--- config.mk ---
export PLATFORM = sky130hd
export DESIGN_NAME = nb_fill_ctrl_flat
export DESIGN_NICKNAME = d
export VERILOG_FILES = /design/src/rtl/nb_pkg.sv /design/src/rtl/nb_fill_ctrl_if.sv /design/src/rtl/nb_lane_cursor.sv /design/src/rtl/nb_fill_ctrl.sv /design/src/flat_wrapper.sv
export SDC_FILE = /design/constraint.sdc
export NUM_CORES = 1
export LEC_CHECK = 0
export ABC_AREA = 1
export BUFFER_PORTS_ARGS = -buffer_cell sky130_fd_sc_hd__buf_2
export CAP_MARGIN = 25
export CORE_AREA = 5 5 152 154
export DETAILED_ROUTE_END_ITERATION = 16
export DIE_AREA = 0 0 157 159
export GPL_ROUTABILITY_DRIVEN = 0
export HOLD_SLACK_MARGIN = 0.15
export SLEW_MARGIN = 20
export SYNTH_ARGS = -nofsm -noshare
export SYNTH_HDL_FRONTEND = slang
export SYNTH_HIERARCHICAL = 1
export SYNTH_SLANG_ARGS = --single-unit
--- constraint.sdc ---
create_clock -name clk -period 1.9 [get_ports clk]
set_input_delay 0.095 -clock clk [delete_from_list [all_inputs] [get_ports clk]]
set_output_delay 0.095 -clock clk [all_outputs]
set_load 0.005 [all_outputs]
--- src/rtl/nb_pkg.sv ---
// rtl/nb_pkg.sv - shared parameters, state type and helpers for the NBin fill/read sequencers
//
// Contents:
//   N, Tn, ADDR, NUM_WORDS  geometry of the Tn-lane offset latch buffer
//   LANE_W                  width of a lane index
//   fill_state_t            IDLE / FILL / DONE
//   clamp_len()             limits a requested per-lane length to NUM_WORDS

package nb_pkg;

   localparam int N         = 16;
   localparam int Tn        = 16;
   localparam int ADDR      = 6;
   localparam int NUM_WORDS = 64;
   localparam int LANE_W    = $clog2(Tn);

   typedef enum logic [1:0] {
      IDLE = 2'd0,
      FILL = 2'd1,
      DONE = 2'd2
   } fill_state_t;

   // Requested lengths above the lane depth are treated as a full-depth fill.
   function automatic logic [ADDR:0] clamp_len(input logic [ADDR:0] len);
      if (len > (ADDR+1)'(NUM_WORDS))
         return (ADDR+1)'(NUM_WORDS);
      return len;
   endfunction

endpackage

--- src/rtl/nb_fill_ctrl_if.sv ---
// rtl/nb_fill_ctrl_if.sv - control, input stream and lane write bus of the NBin fill sequencer
//
// Signals:
//   i_start, i_base, i_len, i_abort   fill control from the host side
//   i_valid, i_data, o_ready          input word stream (accepted on i_valid & o_ready)
//   o_wen, o_wr_addr, o_data          per-lane latch write port
//   o_busy, o_done                    status
// Modports:
//   master  drives control and stream (host / DMA side)
//   slave   the sequencer itself

interface nb_fill_ctrl_if;
   import nb_pkg::*;

   logic                i_start;
   logic [ADDR-1:0]     i_base;
   logic [ADDR:0]       i_len;
   logic                i_abort;
   logic                i_valid;
   logic [N-1:0]        i_data;
   logic                o_ready;
   logic [Tn-1:0]       o_wen;
   logic [Tn*ADDR-1:0]  o_wr_addr;
   logic [Tn*N-1:0]     o_data;
   logic                o_busy;
   logic                o_done;

   modport master (
      output i_start, i_base, i_len, i_abort, i_valid, i_data,
      input  o_ready, o_wen, o_wr_addr, o_data, o_busy, o_done
   );

   modport slave (
      input  i_start, i_base, i_len, i_abort, i_valid, i_data,
      output o_ready, o_wen, o_wr_addr, o_data, o_busy, o_done
   );

endinterface

--- src/rtl/nb_lane_cursor.sv ---
// rtl/nb_lane_cursor.sv - lane/word cursor walking Tn lanes per word up to a programmed length
//
// Ports:
//   clk, rst_n  clock, asynchronous active-low reset
//   clr         return cursor to lane 0, word 0 (wins over adv)
//   adv         step to the next lane; after the last lane, next word
//   len         words per lane (1..NUM_WORDS while walking)
//   lane        current lane index
//   word        current word offset
//   last        cursor sits on the final lane of the final word

module nb_lane_cursor
   import nb_pkg::*;
(
   input  logic              clk,
   input  logic              rst_n,
   input  logic              clr,
   input  logic              adv,
   input  logic [ADDR:0]     len,
   output logic [LANE_W-1:0] lane,
   output logic [ADDR-1:0]   word,
   output logic              last
);

   logic lane_wrap;

   assign lane_wrap = (lane == LANE_W'(Tn - 1));
   assign last      = lane_wrap && ({1'b0, word} == (len - (ADDR+1)'(1)));

   always_ff @(posedge clk or negedge rst_n) begin
      if (!rst_n) begin
         lane <= '0;
         word <= '0;
      end else if (clr) begin
         lane <= '0;
         word <= '0;
      end else if (adv) begin
         if (lane_wrap) begin
            lane <= '0;
            word <= word + ADDR'(1);
         end else begin
            lane <= lane + LANE_W'(1);
         end
      end
   end

endmodule

--- src/rtl/nb_fill_ctrl.sv ---
// rtl/nb_fill_ctrl.sv - write-side sequencer filling the Tn-lane NBin offset latch buffer
//
// Ports:
//   clk    clock, all state on posedge
//   rst_n  asynchronous active-low reset
//   bus    nb_fill_ctrl_if.slave: start/base/len/abort control, i_valid/i_data/o_ready
//          input stream, o_wen/o_wr_addr/o_data lane write port, o_busy/o_done status
//
// Input word k lands in lane k%Tn at address base + k/Tn (mod NUM_WORDS), one cycle
// after its handshake. Address and data are broadcast to all lanes; o_wen selects one.

module nb_fill_ctrl
   import nb_pkg::*;
(
   input  logic          clk,
   input  logic          rst_n,
   nb_fill_ctrl_if.slave bus
);

   fill_state_t        state;
   logic [ADDR-1:0]    base_q;
   logic [ADDR:0]      len_q;
   logic [ADDR:0]      start_len;

   logic [LANE_W-1:0]  lane;
   logic [ADDR-1:0]    word;
   logic               last;
   logic               accept;
   logic               cur_clr;

   logic [Tn-1:0]      wen_q;
   logic [ADDR-1:0]    addr_q;
   logic [N-1:0]       data_q;
   logic               done_q;

   // Abort masks ready combinationally so an abort beats a same-cycle valid word.
   assign bus.o_ready = (state == FILL) && !bus.i_abort;
   assign accept      = bus.i_valid && bus.o_ready;
   assign cur_clr     = (state == IDLE) && bus.i_start;
   assign start_len   = clamp_len(bus.i_len);

   nb_lane_cursor u_cursor (
      .clk   (clk),
      .rst_n (rst_n),
      .clr   (cur_clr),
      .adv   (accept),
      .len   (len_q),
      .lane  (lane),
      .word  (word),
      .last  (last)
   );

   always_ff @(posedge clk or negedge rst_n) begin
      if (!rst_n) begin
         state  <= IDLE;
         base_q <= '0;
         len_q  <= '0;
         wen_q  <= '0;
         addr_q <= '0;
         data_q <= '0;
         done_q <= 1'b0;
      end else begin
         // Write enable and done are pulses; address and data hold between writes.
         wen_q  <= '0;
         done_q <= 1'b0;
         case (state)
            IDLE: begin
               if (bus.i_start) begin
                  base_q <= bus.i_base;
                  len_q  <= start_len;
                  if (start_len == '0) begin
                     state  <= DONE;
                     done_q <= 1'b1;
                  end else begin
                     state  <= FILL;
                  end
               end
            end
            FILL: begin
               if (bus.i_abort) begin
                  state <= IDLE;
               end else if (accept) begin
                  wen_q  <= Tn'(1) << lane;
                  addr_q <= base_q + word;
                  data_q <= bus.i_data;
                  // Done is raised alongside the final write enable.
                  if (last) begin
                     state  <= DONE;
                     done_q <= 1'b1;
                  end
               end
            end
            DONE: begin
               state <= IDLE;
            end
            default: begin
               state <= IDLE;
            end
         endcase
      end
   end

   assign bus.o_wen     = wen_q;
   assign bus.o_wr_addr = {Tn{addr_q}};
   assign bus.o_data    = {Tn{data_q}};
   assign bus.o_busy    = (state != IDLE);
   assign bus.o_done    = done_q;

endmodule

--- src/flat_wrapper.sv ---
// flat-port wrapper written by rule: the top's interface ports become plain ports
module nb_fill_ctrl_flat import nb_pkg::*;
  (clk, rst_n, bus_i_start, bus_i_base, bus_i_len, bus_i_abort, bus_i_valid, bus_i_data, bus_o_ready, bus_o_wen, bus_o_wr_addr, bus_o_data, bus_o_busy, bus_o_done);
  nb_fill_ctrl_if bus_i ();
  input  logic clk;
  input  logic rst_n;
  input wire logic [$bits(bus_i.i_start)-1:0] bus_i_start;
  input wire logic [$bits(bus_i.i_base)-1:0] bus_i_base;
  input wire logic [$bits(bus_i.i_len)-1:0] bus_i_len;
  input wire logic [$bits(bus_i.i_abort)-1:0] bus_i_abort;
  input wire logic [$bits(bus_i.i_valid)-1:0] bus_i_valid;
  input wire logic [$bits(bus_i.i_data)-1:0] bus_i_data;
  output wire logic [$bits(bus_i.o_ready)-1:0] bus_o_ready;
  output wire logic [$bits(bus_i.o_wen)-1:0] bus_o_wen;
  output wire logic [$bits(bus_i.o_wr_addr)-1:0] bus_o_wr_addr;
  output wire logic [$bits(bus_i.o_data)-1:0] bus_o_data;
  output wire logic [$bits(bus_i.o_busy)-1:0] bus_o_busy;
  output wire logic [$bits(bus_i.o_done)-1:0] bus_o_done;
  assign bus_i.i_start = bus_i_start;
  assign bus_i.i_base = bus_i_base;
  assign bus_i.i_len = bus_i_len;
  assign bus_i.i_abort = bus_i_abort;
  assign bus_i.i_valid = bus_i_valid;
  assign bus_i.i_data = bus_i_data;
  assign bus_o_ready = bus_i.o_ready;
  assign bus_o_wen = bus_i.o_wen;
  assign bus_o_wr_addr = bus_i.o_wr_addr;
  assign bus_o_data = bus_i.o_data;
  assign bus_o_busy = bus_i.o_busy;
  assign bus_o_done = bus_i.o_done;
  nb_fill_ctrl u_core (.clk(clk), .rst_n(rst_n), .bus(bus_i));
endmodule
==> results of run 1 <==
## logic make-up after synthesis
logic type                 after synthesis  share of synthesized area [%]
buffers and inverters                  378                           48.3
and+or+nand+nor                        235                           18.0
DFF                                     64                           28.7
AOI/OAI and AO/OA                       26                           2.54
adders and majority gates                9                           2.16
xor gates and xnor gates                 2                          0.314
## cell usage after synthesis
cell / number
nor2_2: 8
clkbuf_8: 1
ha_1: 8
or2_2: 2
xor2_1: 2
nor2_4: 1
nand2_4: 2
nand4_1: 7
nand2_1: 151
nand3_2: 1
or2_1: 1
nor2_1: 31
nand3_1: 26
buf_6: 2
clkbuf_1: 1
a21oi_1: 3
inv_1: 37
nand2_2: 2
nor3_1: 1
buf_2: 5
dfrtp_1: 64
inv_2: 2
buf_4: 330
a22o_1: 2
o21ai_0: 20
o21ai_2: 1
nand3b_1: 2
fa_1: 1
## path summary, 6_finish.rpt
path | startpoint | depth (start not counted) | to | slack [ps]
hold / removal | bus_i_len[6] | 4 | u_core/state[1] | 160
setup reg to reg | u_core/u_cursor/word[0] | 8 | u_core/addr_q[4] | 240
hold reg to reg | u_core/base_q[0] | 2 | u_core/base_q[0] | 490
max in group asynchronous | rst_n | 3 | u_core/base_q[1] | 1280
min in group asynchronous | rst_n | 3 | u_core/bus.o_wen[5] | 300
setup / recovery | u_core/u_cursor/word[0] | 8 | u_core/addr_q[4] | 240
## power by group through the flow
| stage | clock (uW) | sequential [uW] | combinational (uW) |
|---|---|---|---|
| floorplan | 0 | 2280 | 4240 |
| global placement | 0 | 2360 | 3790 |
| detailed placement | 0 | 2400 | 3780 |
| CTS | 1880 | 2380 | 3850 |
| global route | 1920 | 2490 | 4160 |
| finish | 1810 | 2370 | 3770 |
## cell usage in the layout, fill, tap and decap left out, drive strengths merged, types with 8 or more instances in the layout
master       count
dfrtp           64
nand2          155
buf            411
dlygate4sd3     35
inv             39
clkbuf          10
nand3           27
nor2            40
ha               8
o21ai           21
## state kept, by name, indices dropped and copies added, names as in the netlist, 2 cells and up
register	cells
u_core/u_cursor/word	6
u_core/addr_q	6
u_core/data_q	16
u_core/len_q	7
u_core/u_cursor/lane	4
u_core/bus.o_wen	16
u_core/base_q	6
u_core/state	2
## stage by stage
stage	setup WS [ps]	power (uW)	utilization, %	cell area [um2]	hold WS (ps)
after detailed placement	258	6190	25.4	5470	149
after global placement	288	6140	25.4	5470	148
after global routing	64.6	8570	28.5	6140	202
after CTS	242	8110	28.5	6140	152
final	240	7950	28.5	6140	164
after floorplan	286	6520	-	5570	-201
## metal layers
metal	vias up	track usage (%)	part of all wire, %
li1	2092	-	-
met1	1928	11.7	37
met2	162	20.5	53
met3	21	2.20	7.3
met4	0	3.79	2.0
met5	-	0	0
## worst min-delay path, cell delays in order
cell,delay (ps)
buf_2,100
nor3_1,50
nand4_1,120
o21ai_0,90
## layout make-up
cell class / instances / area [um2]
repair buffers: 446 / 2440
clock inverters: 6 / 93.8
inverters: 39 / 146
multi-input cells: 272 / 1280
flip-flops and latches: 64 / 1600
well taps: 280 / 350
clock buffers: 10 / 229
fillers: 2291 / 15400
==> results.cfg, run 1 <==
[detailed_routing]
wl_um = 14800
drc = 0
detail_route.wl_per_cell_um = 13.2
drtIter0Drc = 166
vias_per_cell = 3.76
drt_pass1_iterations = 5
vias = 4203
drtAntennaViolNets = 0

[worst_setup_path]
critPathMaxStageDelay_ps = 470
crit_type = flip-flop to flip-flop
critPathMaxFanout = 7
worstPathRequired_ps = 2180
startpoint_type = flip-flop
critPathTopFamily = adder cells
arrival_ps = 1940
crit_chain = ha_1 -> inv_1 -> fa_1 -> nand3b_1 -> nand2_1 -> or2_2 -> nand3_1 -> nand2_1
critPathBufInv = 1
crit_top_cell = nand2_1
end_kind = flip-flop
critPathSlowestCell = dfrtp_1

[synth]
yosys.cell_types.count = 28
synth_cells = 714
yosysTopAreaCell = buf_4
synth_area_leaders = buf_4, dfrtp_1, nand2_1, inv_1, nand3_1
synth_top_area_share_pct = 44.5
ys_ff_latch = 64
synth_fp_nets = 757
ys_seq_area_share_pct = 28.7
avgSynthCellArea_um2 = 7.80
synth_area_mm2 = 0.00557
yosys_warnings = 6

[timing]
slew_headroom_pct = 60.5
skew_ps = 5.13
worst-slew-pin-transition_ps = 592
finalSetupTns_ps = 0
maxSlewViolCount = 0
setup_viol = 0
finalCritPeriodShare_pct = 87.4
fmax_mhz = 602
fin_crit_ps = 1660
grt_setup_unrepaired = no
hold_viol = 0

[power_and_ir_drop]
power_frac_comb_pct = 47.4
p_switching_uw = 3220
pwr-share-seq_pct = 29.9
power_density_mw_per_mm2 = 1290
internal_power_uw = 4730
vdd_drop_max_v = 0.000464
p_leak_uw = 0.00381
switching_share_pct = 40.5
clockPowerShare_pct = 22.8

[die]
num_rows = 54
die_h_um = 159
initial_core_util_pct = 25.9
io_pins = 405
die_w_um = 157
dieArea_mm2 = 0.0250
fp.coreArea_mm2 = 0.0216

[grt]
antenna_found_initial = 0
grt_pass1_vias = 3749
overflow = 0
grt_pass1_wl_um = 21600
grt_max_degree = 65
track_usage_pct = 10.8

[final_layout]
diodes = 0
area_growth_syn_to_layout_pct = 10.2
layout-drive-gt1-share_pct = 53.2
final_cell_count_no_fill = 1117
nets = 875

[clock_tree]
max-clock-path-buffers = 2
htree_levels = 3
clk_pin_slew_ps = 60
cts_tree = yes
cts_made_buffers = 9
hold_buffers = 35
cts_setup_buffers = 0
cts.sinks = 64
root_buffer = clkbuf_16
cts_resized = 0
insertion_delay_ps = 340

[outcome]
status = completed

[placement]
hpwl_um = 11200
placedCellCount = 1066
portBuffers = 404

[worst_hold_path]
hold_path_class = primary input to flip-flop

[run]
maxCapViolations = 0
No activity file was read; power rests on OpenSTA's default activity.
==> run 2, diff against run 1 <==
==> constraint.sdc (replaced) <==
create_clock -name clk -period 1.9 [get_ports clk]
set_input_delay 0.285 -clock clk [delete_from_list [all_inputs] [get_ports clk]]
set_output_delay 0.285 -clock clk [all_outputs]
set_load 0.005 [all_outputs]
==> results.cfg, run 2 (synthesis gave the netlist of run 1 again) <==
[power_and_ir_drop]
power_density_mw_per_mm2 = 1320
p_leak_uw = 0.00374
vdd_drop_max_v = 0.000482

[outcome]
status = completed

[detailed_routing]
drtIter0Drc = 167
drtAntennaViolNets = 0
drt_pass1_iterations = 4
vias_per_cell = 3.80
vias = 4183
drc = 0
wl_um = 14500
detail_route.wl_per_cell_um = 13.1

[die]
die_h_um = 159
die_w_um = 157
fp.coreArea_mm2 = 0.0216
io_pins = 405
dieArea_mm2 = 0.0250
num_rows = 54
initial_core_util_pct = 25.9

[worst_setup_path]
worst-r2r-cell-count = 8
worstPathRequired_ps = 2170
end_kind = flip-flop
critPathBufInv = 1
crit_chain = ha_1 -> inv_1 -> fa_1 -> nand3b_1 -> nand2_1 -> or2_2 -> nand3_1 -> nand2_1
arrival_ps = 1950
crit_type = flip-flop to flip-flop
startpoint_type = flip-flop
crit_top_cell = nand2_1
critPathTopFamily = adder cells
critPathMaxStageDelay_ps = 470
critPathSlowestCell = dfrtp_1
critPathMaxFanout = 7
crit_cells = 8

[placement]
portBuffers = 404
place_ws_ps = 257
placedCellCount = 1065
hpwl_um = 11200

[final_layout]
nets = 859
area_growth_syn_to_layout_pct = 7.25
final_common_cell = buf_2
layout_common_cells = buf_2, nand2_1, dfrtp_1, inv_1, nor2_1
final_cell_count_no_fill = 1101
layout-drive-gt1-share_pct = 54.2
diodes = 0
final_util_pct = 27.7

[timing]
hold_viol = 0
slew_headroom_pct = 62.0
fin_crit_ps = 1680
skew_ps = 6.01
finalCritPeriodShare_pct = 88.3
finalSetupTns_ps = 0
worst_hold_slack_ps = 174
maxSlewViolCount = 0
worst-slew-pin-transition_ps = 569
grt_setup_unrepaired = no
fin_ws_ps = 223
fmax_mhz = 596
setup_viol = 0

[grt]
overflow = 0
grt_max_degree = 65
grt_pass1_wl_um = 21000
grt_pass1_vias = 3663
track_usage_pct = 10.6
antenna_found_initial = 0

[clock_tree]
cts_resized = 0
htree_levels = 3
cts_made_buffers = 9
cts_setup_buffers = 0
max-clock-path-buffers = 2
cts.sinks = 64
hold_buffers = 20
root_buffer = clkbuf_16
clk_pin_slew_ps = 60
insertion_delay_ps = 340
cts_tree = yes

[worst_hold_path]
hold_path_class = primary input to flip-flop
hold_depth = 3

[run]
maxCapViolations = 0
## run 2: final cells by class
class	instances	area, um2
Tap cell	280	350
Inverter	39	146
Clock inverter	5	63.8
Sequential cell	64	1600
Fill cell	2295	15600
Clock buffer	11	253
Multi-Input combinational cell	272	1280
Timing Repair Buffer	430	2280
## run 2: worst paths after layout
path                                         start                   to  slack, ps
setup / recovery           u_core/u_cursor/word[0]     u_core/addr_q[4]        220
hold / removal                       bus_i_base[1]     u_core/base_q[1]        170
setup reg to reg           u_core/u_cursor/word[0]     u_core/addr_q[4]        220
hold reg to reg                   u_core/base_q[0]     u_core/base_q[0]        500
max in group asynchronous                    rst_n    u_core/data_q[13]       1100
min in group asynchronous                    rst_n  u_core/bus.o_wen[0]        500
## run 2: tightest hold or removal path, delay by kind of cell
kind	cells	cell delay (ps)
buffers and inverters	1	80
AO/OA/AOI/OAI	1	60
AND/OR/NAND/NOR	1	50
## run 2: routing by layer
metal / wire length [um] / part of all wire (%) / vias to the layer above / global-route usage [%]
met4: 265 / 1.8 / 0 / 3.27
met5: 0 / 0 / - / 0
li1: - / - / 2062 / -
met2: 7660 / 53 / 160 / 19.8
met3: 1110 / 7.7 / 21 / 2.42
met1: 5430 / 38 / 1940 / 11.6
## run 2: per-stage QoR
step           cell area [um2]  total power [uW]
2_1_floorplan             5570              6520
3_3_place_gp              5460              6130
3_5_place_dp              5460              6180
4_1_cts                   5980              8050
5_1_grt                   5980              8510
6_report                  5980              7870
## run 2: power breakdown
part	internal (uW)	switching [uW]
sequential	1610	764
combinational	1940	1780
clock	1100	680
